**src/rtl/pipeline_pkg.sv**
```systemverilog
// Shared opcode encodings and immediate-format classification for the decode stage.
package pipeline_pkg;

    localparam logic [6:0] OPC_LOAD   = 7'b0000011;
    localparam logic [6:0] OPC_STORE  = 7'b0100011;
    localparam logic [6:0] OPC_BRANCH = 7'b1100011;
    localparam logic [6:0] OPC_JAL    = 7'b1101111;
    localparam logic [6:0] OPC_JALR   = 7'b1100111;
    localparam logic [6:0] OPC_LUI    = 7'b0110111;
    localparam logic [6:0] OPC_AUIPC  = 7'b0010111;
    localparam logic [6:0] OPC_OP     = 7'b0110011;
    localparam logic [6:0] OPC_OP_IMM = 7'b0010011;
    localparam logic [6:0] OPC_SYSTEM = 7'b1110011;
    localparam logic [6:0] OPC_FENCE  = 7'b0001111;

    typedef enum logic [2:0] {
        IMM_I,
        IMM_S,
        IMM_B,
        IMM_U,
        IMM_J,
        IMM_NONE
    } imm_type_e;

    function automatic imm_type_e imm_type_of(input logic [6:0] opc);
        case (opc)
            OPC_LOAD, OPC_OP_IMM, OPC_JALR, OPC_SYSTEM: return IMM_I;
            OPC_STORE:                                  return IMM_S;
            OPC_BRANCH:                                 return IMM_B;
            OPC_LUI, OPC_AUIPC:                         return IMM_U;
            OPC_JAL:                                    return IMM_J;
            default:                                    return IMM_NONE;
        endcase
    endfunction

endpackage

```
**src/rtl/decode_imm_gen.sv**
```systemverilog
// Combinational immediate generator: classifies the opcode and returns the
// immediate sign-extended from instruction bit 31 to XLEN.
module decode_imm_gen
    import pipeline_pkg::*;
#(
    parameter int unsigned XLEN = 32
) (
    input  logic [31:0]     instr_i,
    output logic [XLEN-1:0] imm_o,
    output imm_type_e       imm_type_o
);

    logic [31:0] imm32;

    always_comb begin
        imm_type_o = imm_type_of(instr_i[6:0]);
        imm32      = '0;
        case (imm_type_o)
            IMM_I: imm32 = {{20{instr_i[31]}}, instr_i[31:20]};
            IMM_S: imm32 = {{20{instr_i[31]}}, instr_i[31:25], instr_i[11:7]};
            IMM_B: imm32 = {{19{instr_i[31]}}, instr_i[31], instr_i[7],
                            instr_i[30:25], instr_i[11:8], 1'b0};
            IMM_U: imm32 = {instr_i[31:12], 12'b0};
            IMM_J: imm32 = {{11{instr_i[31]}}, instr_i[31], instr_i[19:12],
                            instr_i[20], instr_i[30:21], 1'b0};
            default: imm32 = '0;
        endcase
        // Signed size cast widens U-type (and all others) with copies of bit 31.
        imm_o = XLEN'($signed(imm32));
    end

endmodule

```
**src/rtl/pipeline_decode_stage.sv**
```systemverilog
// Decode stage: register file, immediate generation and ID/EX register with
// valid/ready, stall and flush. Optional WB write-through: DECODE_WB_BYPASS_EN.
module pipeline_decode_stage
    import pipeline_pkg::*;
#(
    parameter int unsigned XLEN     = 32,
    parameter int unsigned NUM_REGS = 32,
    parameter int unsigned RA_W     = $clog2(NUM_REGS)
) (
    input  logic            clk_i,
    input  logic            rst_ni,
    input  logic            valid_i,
    output logic            ready_o,
    input  logic [31:0]     instruction_i,
    input  logic [XLEN-1:0] pc_i,
    input  logic            flush_i,
    input  logic            reg_write_i,
    input  logic [RA_W-1:0] write_addr_reg_i,
    input  logic [XLEN-1:0] write_data_reg_i,
    output logic            valid_o,
    input  logic            ready_i,
    output logic [6:0]      opcode_o,
    output logic [2:0]      funct3_o,
    output logic [6:0]      funct7_o,
    output logic [RA_W-1:0] rs1_o,
    output logic [RA_W-1:0] rs2_o,
    output logic [RA_W-1:0] rd_o,
    output logic [XLEN-1:0] read_data1_o,
    output logic [XLEN-1:0] read_data2_o,
    output logic [XLEN-1:0] offset_o,
    output logic [XLEN-1:0] pc_o,
    output logic            illegal_o
);

    logic [XLEN-1:0] rf_q [NUM_REGS];

    logic [XLEN-1:0] imm;
    imm_type_e       imm_type;
    logic            capture;
    logic [RA_W-1:0] rs1, rs2, rd;
    logic [XLEN-1:0] rdata1, rdata2;
    logic            use_rs1, use_rs2, use_rd, opc_ok, illegal;

    logic            valid_q,   valid_d;
    logic [6:0]      opcode_q,  opcode_d;
    logic [2:0]      funct3_q,  funct3_d;
    logic [6:0]      funct7_q,  funct7_d;
    logic [RA_W-1:0] rs1_q,     rs1_d;
    logic [RA_W-1:0] rs2_q,     rs2_d;
    logic [RA_W-1:0] rd_q,      rd_d;
    logic [XLEN-1:0] rdata1_q,  rdata1_d;
    logic [XLEN-1:0] rdata2_q,  rdata2_d;
    logic [XLEN-1:0] offset_q,  offset_d;
    logic [XLEN-1:0] pc_q,      pc_d;
    logic            illegal_q, illegal_d;

    function automatic logic field_oor(input logic [4:0] f);
        return 32'(f) >= 32'(NUM_REGS);
    endfunction

`ifdef DECODE_WB_BYPASS_EN
    function automatic logic wb_hit(input logic [RA_W-1:0] a);
        return reg_write_i && (write_addr_reg_i != '0) && (write_addr_reg_i == a);
    endfunction
`endif

    decode_imm_gen #(.XLEN(XLEN)) u_imm_gen (
        .instr_i    (instruction_i),
        .imm_o      (imm),
        .imm_type_o (imm_type)
    );

    assign ready_o = !valid_q || ready_i;
    assign capture = valid_i && ready_o && !flush_i;

    assign rs1    = instruction_i[15 +: RA_W];
    assign rs2    = instruction_i[20 +: RA_W];
    assign rd     = instruction_i[7 +: RA_W];
    assign rdata1 = (rs1 == '0) ? '0 : rf_q[rs1];
    assign rdata2 = (rs2 == '0) ? '0 : rf_q[rs2];

    // Only fields the format actually uses are range-checked against NUM_REGS.
    always_comb begin
        use_rs1 = 1'b0;
        use_rs2 = 1'b0;
        use_rd  = 1'b0;
        opc_ok  = 1'b1;
        case (imm_type)
            IMM_I:        begin use_rs1 = 1'b1; use_rd  = 1'b1; end
            IMM_S, IMM_B: begin use_rs1 = 1'b1; use_rs2 = 1'b1; end
            IMM_U, IMM_J: begin use_rd  = 1'b1; end
            default: begin
                if (instruction_i[6:0] == OPC_OP) begin
                    use_rs1 = 1'b1;
                    use_rs2 = 1'b1;
                    use_rd  = 1'b1;
                end else if (instruction_i[6:0] == OPC_FENCE) begin
                    use_rs1 = 1'b1;
                    use_rd  = 1'b1;
                end else begin
                    opc_ok = 1'b0;
                end
            end
        endcase
        illegal = !opc_ok
                || (use_rs1 && field_oor(instruction_i[19:15]))
                || (use_rs2 && field_oor(instruction_i[24:20]))
                || (use_rd  && field_oor(instruction_i[11:7]));
    end

    always_comb begin
        opcode_d  = opcode_q;
        funct3_d  = funct3_q;
        funct7_d  = funct7_q;
        rs1_d     = rs1_q;
        rs2_d     = rs2_q;
        rd_d      = rd_q;
        rdata1_d  = rdata1_q;
        rdata2_d  = rdata2_q;
        offset_d  = offset_q;
        pc_d      = pc_q;
        illegal_d = illegal_q;

        if (capture) begin
            opcode_d  = instruction_i[6:0];
            funct3_d  = instruction_i[14:12];
            funct7_d  = instruction_i[31:25];
            rs1_d     = rs1;
            rs2_d     = rs2;
            rd_d      = rd;
            rdata1_d  = rdata1;
            rdata2_d  = rdata2;
            offset_d  = imm;
            pc_d      = pc_i;
            illegal_d = illegal;
`ifdef DECODE_WB_BYPASS_EN
            if (wb_hit(rs1)) rdata1_d = write_data_reg_i;
            if (wb_hit(rs2)) rdata2_d = write_data_reg_i;
        end else if (valid_q && !ready_i) begin
            if (wb_hit(rs1_q)) rdata1_d = write_data_reg_i;
            if (wb_hit(rs2_q)) rdata2_d = write_data_reg_i;
`endif
        end

        if (flush_i) begin
            valid_d = 1'b0;
        end else if (capture) begin
            valid_d = 1'b1;
        end else if (ready_i) begin
            valid_d = 1'b0;
        end else begin
            valid_d = valid_q;
        end
    end

    always_ff @(posedge clk_i or negedge rst_ni) begin
        if (!rst_ni) begin
            for (int unsigned i = 0; i < NUM_REGS; i++) rf_q[i] <= '0;
        end else if (reg_write_i && (write_addr_reg_i != '0)) begin
            rf_q[write_addr_reg_i] <= write_data_reg_i;
        end
    end

    always_ff @(posedge clk_i or negedge rst_ni) begin
        if (!rst_ni) begin
            valid_q   <= 1'b0;
            opcode_q  <= '0;
            funct3_q  <= '0;
            funct7_q  <= '0;
            rs1_q     <= '0;
            rs2_q     <= '0;
            rd_q      <= '0;
            rdata1_q  <= '0;
            rdata2_q  <= '0;
            offset_q  <= '0;
            pc_q      <= '0;
            illegal_q <= 1'b0;
        end else begin
            valid_q   <= valid_d;
            opcode_q  <= opcode_d;
            funct3_q  <= funct3_d;
            funct7_q  <= funct7_d;
            rs1_q     <= rs1_d;
            rs2_q     <= rs2_d;
            rd_q      <= rd_d;
            rdata1_q  <= rdata1_d;
            rdata2_q  <= rdata2_d;
            offset_q  <= offset_d;
            pc_q      <= pc_d;
            illegal_q <= illegal_d;
        end
    end

    assign valid_o      = valid_q;
    assign opcode_o     = opcode_q;
    assign funct3_o     = funct3_q;
    assign funct7_o     = funct7_q;
    assign rs1_o        = rs1_q;
    assign rs2_o        = rs2_q;
    assign rd_o         = rd_q;
    assign read_data1_o = rdata1_q;
    assign read_data2_o = rdata2_q;
    assign offset_o     = offset_q;
    assign pc_o         = pc_q;
    assign illegal_o    = illegal_q;

endmodule

```
**config.mk**
```make
export PLATFORM = sky130hd
export DESIGN_NAME = pipeline_decode_stage
export DESIGN_NICKNAME = d
export VERILOG_FILES = /design/src/rtl/pipeline_pkg.sv /design/src/rtl/decode_imm_gen.sv /design/src/rtl/pipeline_decode_stage.sv
export SDC_FILE = /design/constraint.sdc
export NUM_CORES = 2
export LEC_CHECK = 0
export BUFFER_PORTS_ARGS = -buffer_cell sky130_fd_sc_hd__buf_2
export CAP_MARGIN = 10
export CORE_MARGIN = 3
export CORE_UTILIZATION = 39
export DETAILED_ROUTE_END_ITERATION = 10
export PLACE_DENSITY = 0.62
export SLEW_MARGIN = 10
export SYNTH_ARGS = -nofsm -noshare
export SYNTH_HDL_FRONTEND = slang
export SYNTH_SLANG_ARGS = --single-unit
```
**constraint.sdc**
```tcl
create_clock -name clk_i -period 1.8 [get_ports clk_i]
set_clock_uncertainty 0.05 [all_clocks]
set_input_delay 0.09 -clock clk_i [delete_from_list [all_inputs] [get_ports clk_i]]
set_output_delay 0.09 -clock clk_i [all_outputs]
set_load 0.05 [all_outputs]
```
After elaboration in Yosys (flattened, before gate mapping) --
Index checks and enable logic that the tools add are counted.
Storage, ports and cells: bits in registers 1186, bits of input ports 107, output and inout port bits 163, logic and storage cells 101
Operators by class: order comparisons 4, equality and inequality tests 15, multiplexer cells 19, bitwise gates (word level) 3, reductions and logical operators 16
Operators with widths (count):
- bitwise mux 1024 bit | 1
- binary-select mux 32 bit (select 5 bit) | 2
- 2-to-1 mux 32 bit | 7
- demux 32 bit (select 5 bit) | 1
- one-hot mux 32 bit (5 select lines) | 1
- == test 7 bit, second input constant | 4
- == test 7 x 6 -> 1 bit, second input constant | 3
- greater-or-equal comparator 6 bit, second input constant | 3
- NOT 5 -> 6 bit | 3
- one-hot mux 3 bit (5 select lines) | 1
- == test 7 x 5 -> 1 bit, second input constant | 2
- logical NOT 5 bit | 2
- == test 7 x 2 -> 1 bit, second input constant | 1
- == test 7 x 4 -> 1 bit, second input constant | 1
- == test 3 x 2 -> 1 bit, second input constant | 2
- less-than comparator 6 x 1 -> 1 bit, second input constant | 1
- 2-to-1 mux 1 bit | 6
- nonzero test 5 bit | 1
- OR reduction 5 bit | 1
- logical AND 1 bit | 4
- OR reduction 4 bit | 1
- == test 3 x 1 -> 1 bit, second input constant | 1
- == test 3 bit, second input constant | 1
- logical NOT 1 bit | 3
- 4 further kinds | 4

Logic depth before layout (Yosys ltp) --
word-level depth 7, depth in mapped cells 9, gate-level depth less buffers 5

By module --
A second synthesis with hierarchy kept.
Unflattened totals: cells, all modules 4177, area, all modules 61392.6 µm²
Modules (own cells, without submodules):
- pipeline_decode_stage | instances 1, cells an instance 4106, area an instance 60870.9 µm², seq. area each 29678.5 µm²
- decode_imm_gen | instances 1, cells an instance 71, area an instance 521.8 µm², seq. area each 0.0 µm²

Worst setup path after synthesis --
OpenSTA, ideal clock, no wires.
kind flip-flop to flip-flop, start register valid_q (netlist: valid_o), end register opcode_q[6] (netlist: opcode_o[6]), setup time 83 ps, arrival time 2317 ps, path slack -649 ps, stages on the path, launching flop included 8, buffers on the path 3, clock period less this slack 2449 ps, path through dfrtp_1 -> nand2b_1 -> nand3b_1 -> clkbuf_1 -> buf_1 -> clkbuf_1 -> nand2_1 -> o21ai_0
On the way: cells in the longest elaborated chain, start to end 4
RTL lines:
- from (decl) | line pipeline_decode_stage.sv:44 | logic valid_q, valid_d;
- from (signal assigned) | line pipeline_decode_stage.sv:179 | valid_q <= valid_d;
- logical NOT 1 bit | line pipeline_decode_stage.sv:73 | assign ready_o = !valid_q || ready_i;
- logical OR 1 bit | line pipeline_decode_stage.sv:73
- named net ready_o | line pipeline_decode_stage.sv:13 | output logic ready_o,
- logical AND 1 bit (2 in a row) | line pipeline_decode_stage.sv:74 | assign capture = valid_i && ready_o && !flush_i;
- to (signal assigned) | line pipeline_decode_stage.sv:180 | opcode_q <= opcode_d;
- to (decl) | line pipeline_decode_stage.sv:45 | logic [6:0] opcode_q, opcode_d;
The timed path passes the listed nets, and every way through them passes these cells. A chain may end at the register's enable or synchronous reset.

Final worst setup path --
start input instruction_i[21], end register rdata2_q[2] (netlist: read_data2_o[2])
On the way: cells in the longest elaborated chain, start to end 5, elaborated cells between the ends (all ways) 6, those cells by class mux: 4; bitwise: 1; reduce/logical: 1
RTL lines:
- from (decl) | line pipeline_decode_stage.sv:14 | input logic [31:0] instruction_i,
- NOT 5 -> 6 bit (implied by the code) | line pipeline_decode_stage.sv:80 | assign rdata2 = (rs2 == '0) ? '0 : rf_q[rs2];
- binary-select mux 32 bit (select 5 bit) | line pipeline_decode_stage.sv:80
- 2-to-1 mux 32 bit (implied by the code) (2 in a row) | line pipeline_decode_stage.sv:80
- 2-to-1 mux 32 bit (*) | line pipeline_decode_stage.sv:80
- to (signal assigned) | line pipeline_decode_stage.sv:187 | rdata2_q <= rdata2_d;
- to (decl) | line pipeline_decode_stage.sv:52 | logic [XLEN-1:0] rdata2_q, rdata2_d;
Every way passes the cells marked *; elsewhere a longest branch is shown, timed or not. The select of a mux whose other input is x is not followed.

==> results by group <==
Run status
  – Status: complete, no violations

Worst setup path
  – CP Launch Type: primary input
  – Critical Path RT: 2420 ps
  – Crit path kind: primary input to flip-flop
  – Buf/Inv on CP: 4
  – Critical Path Stages: 9
  – Crit path max fanout: 24
  – Slowest-stage cell, CP: dlygate4sd3_1
  – Worst path cell trace: dlygate4sd3_1 -> buf_8 -> buf_12 -> buf_4 -> mux2i_1 -> o22ai_1 -> a211oi_2 -> nand2_1 -> a32o_1
  – Worst setup EP type: flip-flop
  – CP Data Arrival Time: ~2400 ps
  – Critical path's largest stage delay: 560 ps
  – Reg2reg path depth: 5
  – CP top delay family: buffers and inverters

Logic synthesis
  – Post-synth EDFFs: 0
  – Synthesized area per cell: ~15 um2
  – Top cells by area, synth: dfrtp_1, mux2_2, mux4_2
  – Synth async-reset ratio: 100%
  – Seq cells post-synth: about 1200
  – Top cell type's share of synthesized area: between 40% and 50%
  – Most common cell in the netlist: dfrtp_1
  – Count of unique library cells instantiated by Yosys: just over 50
  – Syn_nets: 4230
  – Leading area contributor after synthesis: dfrtp_1
  – Top_reg_cell synth: dfrtp_1
  – Post-synth top cells: dfrtp_1, mux2_2, mux4_2
  – Post-Syn Instances: 4123
  – Cell Area, Synth: about 60000 um2
  – Synth warnings: 0
  – Fraction of the yosys area taken by sequential cells: 49.5%

Finish
  – Fin area: ~74000 um2
  – Nets: 4741
  – Area Overhead vs Synth: 22.8%
  – Layout cells sized above 1: about half

Placement
  – Hpwl dp: ~130000 um
  – Area post-placement: roughly 67000 um2
  – I/O Buffers: roughly 270
  – Gpl congestion: roughly 0.82

Route
  – Vias post-DR: 41106
  – Routed wire length: about 200000 um
  – First-iteration detailed-routing DRC count: 3689
  – Post-route ant nets: 0
  – Met1 wire length: ~85000 um
  – Top Layer Used: met5
  – Wire length per cell: between 20 and 30 um
  – Met3 routed WL: 14200 um
  – Met2 WL post-DR: between 90000 and 100000 um
  – Routed vias/inst: roughly 6.1
  – TritonRoute pass-1 iters: 7
  – Drt drc: 0

Floorplanning
  – Core Rows: between 100 and 150
  – Die X-Extent: between 300 and 400 um
  – Core ar.: around 150000 um2
  – Die Area: ~160000 um2
  – Die Span Y: 398 um
  – Io pins: 270
  – Initial core utilization: approximately 39%

Timing
  – Min Tclk post-route: 1770 ps
  – Endpoints failing hold: 0
  – Tcrit/Tclk final: 98.3%
  – Setup-failing EPs final: 0
  – Slew HR: a little under three fifths
  – Final Max Slew Viols: 0
  – RSZ-0062 raised after global routing: yes
  – Max Fclk: 0.565 GHz
  – Worst-Margin Slew: approximately 660 ps

Pwr
  – Overall Power: 80.3 mW
  – Static Leakage: 32.5 nW
  – Power per standard cell area: 1090 nW/um2
  – Peak supply drop: around 810 uV

CTS
  – Clock tree from TritonCTS: yes
  – Clk sinks: 1186
  – Clk_lat worst skew: about 800 ps
  – CTS max path bufs: 3
  – TritonCTS buffer count: about 130
  – Number of H-tree levels: 4
  – Clock root buffer master: clkbuf_16
  – Clock transition at the registers of the reported paths: ~60 ps

Run
  – Max cap viols: 0

GRT
  – Initial antenna violation count: 6
  – GRT Overall Usage: 25.0%
  – First-pass GRT wire length: slightly below 300000 um
  – Vias in the first global route: roughly 43000
  – Grt ovf: 0
  – Pin count of the biggest net entering global routing: just under 80

Worst hold path
  – Hold Path Class: primary input to asynchronous set/reset pin
## stage by stage
step / TNS (ps) / utilization, % / hold WS [ps] / instances / setup slack [ps]
floorplan: 0 / - / -256 / 4123 / 0.417
global placement: -12760 / 44.3 / -38.3 / 6389 / -294
detailed placement: -14990 / 44.3 / -44.2 / 6389 / -301
CTS: 0 / 48.1 / 1.16 / 6760 / 9.86
global route: -81.3 / 48.3 / 35.2 / 6769 / -12.7
finish: 0 / 48.3 / 49.2 / 6772 / 31.2
## worst register-to-register path, stage by stage, from the launching register on
cell and delay, ps:
dfrtp_1 400, mux4_2 470, a22o_1 250, a211oi_2 210, a21oi_1 60, a22o_1 200
## kinds of logic after synthesis
| kind of cell | count (synthesis) | synth area share (%) |
|---|---|---|
| multiplexers | 1692 | 38.5 |
| buffers and inverters | 470 | 3.60 |
| AO/OA/AOI/OAI | 520 | 6.45 |
| AND/OR/NAND/NOR | 255 | 1.87 |
| flip-flops | 1186 | 49.5 |
## final timing paths
| kind | start | endpoint | slack [ps] |
|---|---|---|---|
| max | instruction_i[21] | read_data2_o[2]$_DFFE_PN0P_ | 30 |
| min | rst_ni | read_data2_o[5]$_DFFE_PN0P_ | 50 |
| max reg2reg | rf_q[28]$_DFFE_PN0P_ | read_data2_o[28]$_DFFE_PN0P_ | 40 |
| min reg2reg | rf_q[1005]$_DFFE_PN0P_ | rf_q[1005]$_DFFE_PN0P_ | 350 |
| max in group asynchronous | rst_ni | rf_q[8]$_DFFE_PN0P_ | 580 |
| min in group clk_i | instruction_i[20] | read_data2_o[25]$_DFFE_PN0P_ | 60 |
## placed cells by master (no fill, tap or decap), types with 14 or more instances in the layout
| master | Yosys | routed |
|---|---|---|
| dfrtp_1 | 1186 | 1184 |
| mux2_2 | 1015 | 1015 |
| mux4_2 | 385 | 385 |
| buf_2 | 149 | 261 |
| buf_4 | 13 | 252 |
| mux2i_1 | 236 | 236 |
| buf_12 | 0 | 178 |
| nand2_1 | 166 | 153 |
| clkbuf_16 | 0 | 142 |
| dlygate4sd3_1 | 0 | 131 |
| a22oi_1 | 125 | 124 |
| a21oi_1 | 97 | 95 |
| o221ai_1 | 85 | 85 |
| a32o_1 | 57 | 57 |
| mux2_1 | 56 | 56 |
| clkbuf_1 | 248 | 38 |
| o22ai_1 | 33 | 33 |
| clkbuf_8 | 0 | 29 |
| a22o_1 | 25 | 25 |
| a211oi_1 | 40 | 25 |
| o21ai_0 | 25 | 22 |
| nand3_1 | 18 | 16 |
| nor2_4 | 0 | 14 |
| a211oi_2 | 0 | 14 |
## layout make-up
cell class	count	area (um2)
repair buffers	840	8380
fillers	12993	78700
inverters	6	22.5
well taps	2030	2540
clock buffers	205	4000
clock inverters	35	515
flip-flops and latches	1186	29700
multi-input cells	2467	28400
diodes	3	7.51
## where the power goes
group | leakage (nW) | internal (mW) | switching, mW
registers | 15.2 | 31.6 | 3.69
logic | 15.1 | 9.09 | 7.70
clock network | 2.21 | 16.9 | 11.4
total | 32.5 | 57.5 | 22.8
## registers in the layout, indices dropped and copies added (netlist names), 3 cells and up
register,count
rf_q,1024
pc_o,32
rs1_o,5
rd_o,5
opcode_o,7
read_data1_o,32
offset_o,32
read_data2_o,32
funct3_o,3
rs2_o,5
funct7_o,7
## routing by layer
metal  track usage, %  vias up
met5                0        -
met4             7.88        2
met3             4.82      336
met2             40.3     1638
met1             34.3    22223
li1                 -    16907
## repair_timing
action / in CTS / in global routing
gates cloned: 0 / 4
hold endpoints to repair: 2284 / 0
pin swaps: 1 / 12
resized for setup: 9 / 30
endpoints found under the setup margin: 28 / 85
setup buffers: 0 / 5
hold buffers: 131 / 0
Power figures use the tool's default switching activity.
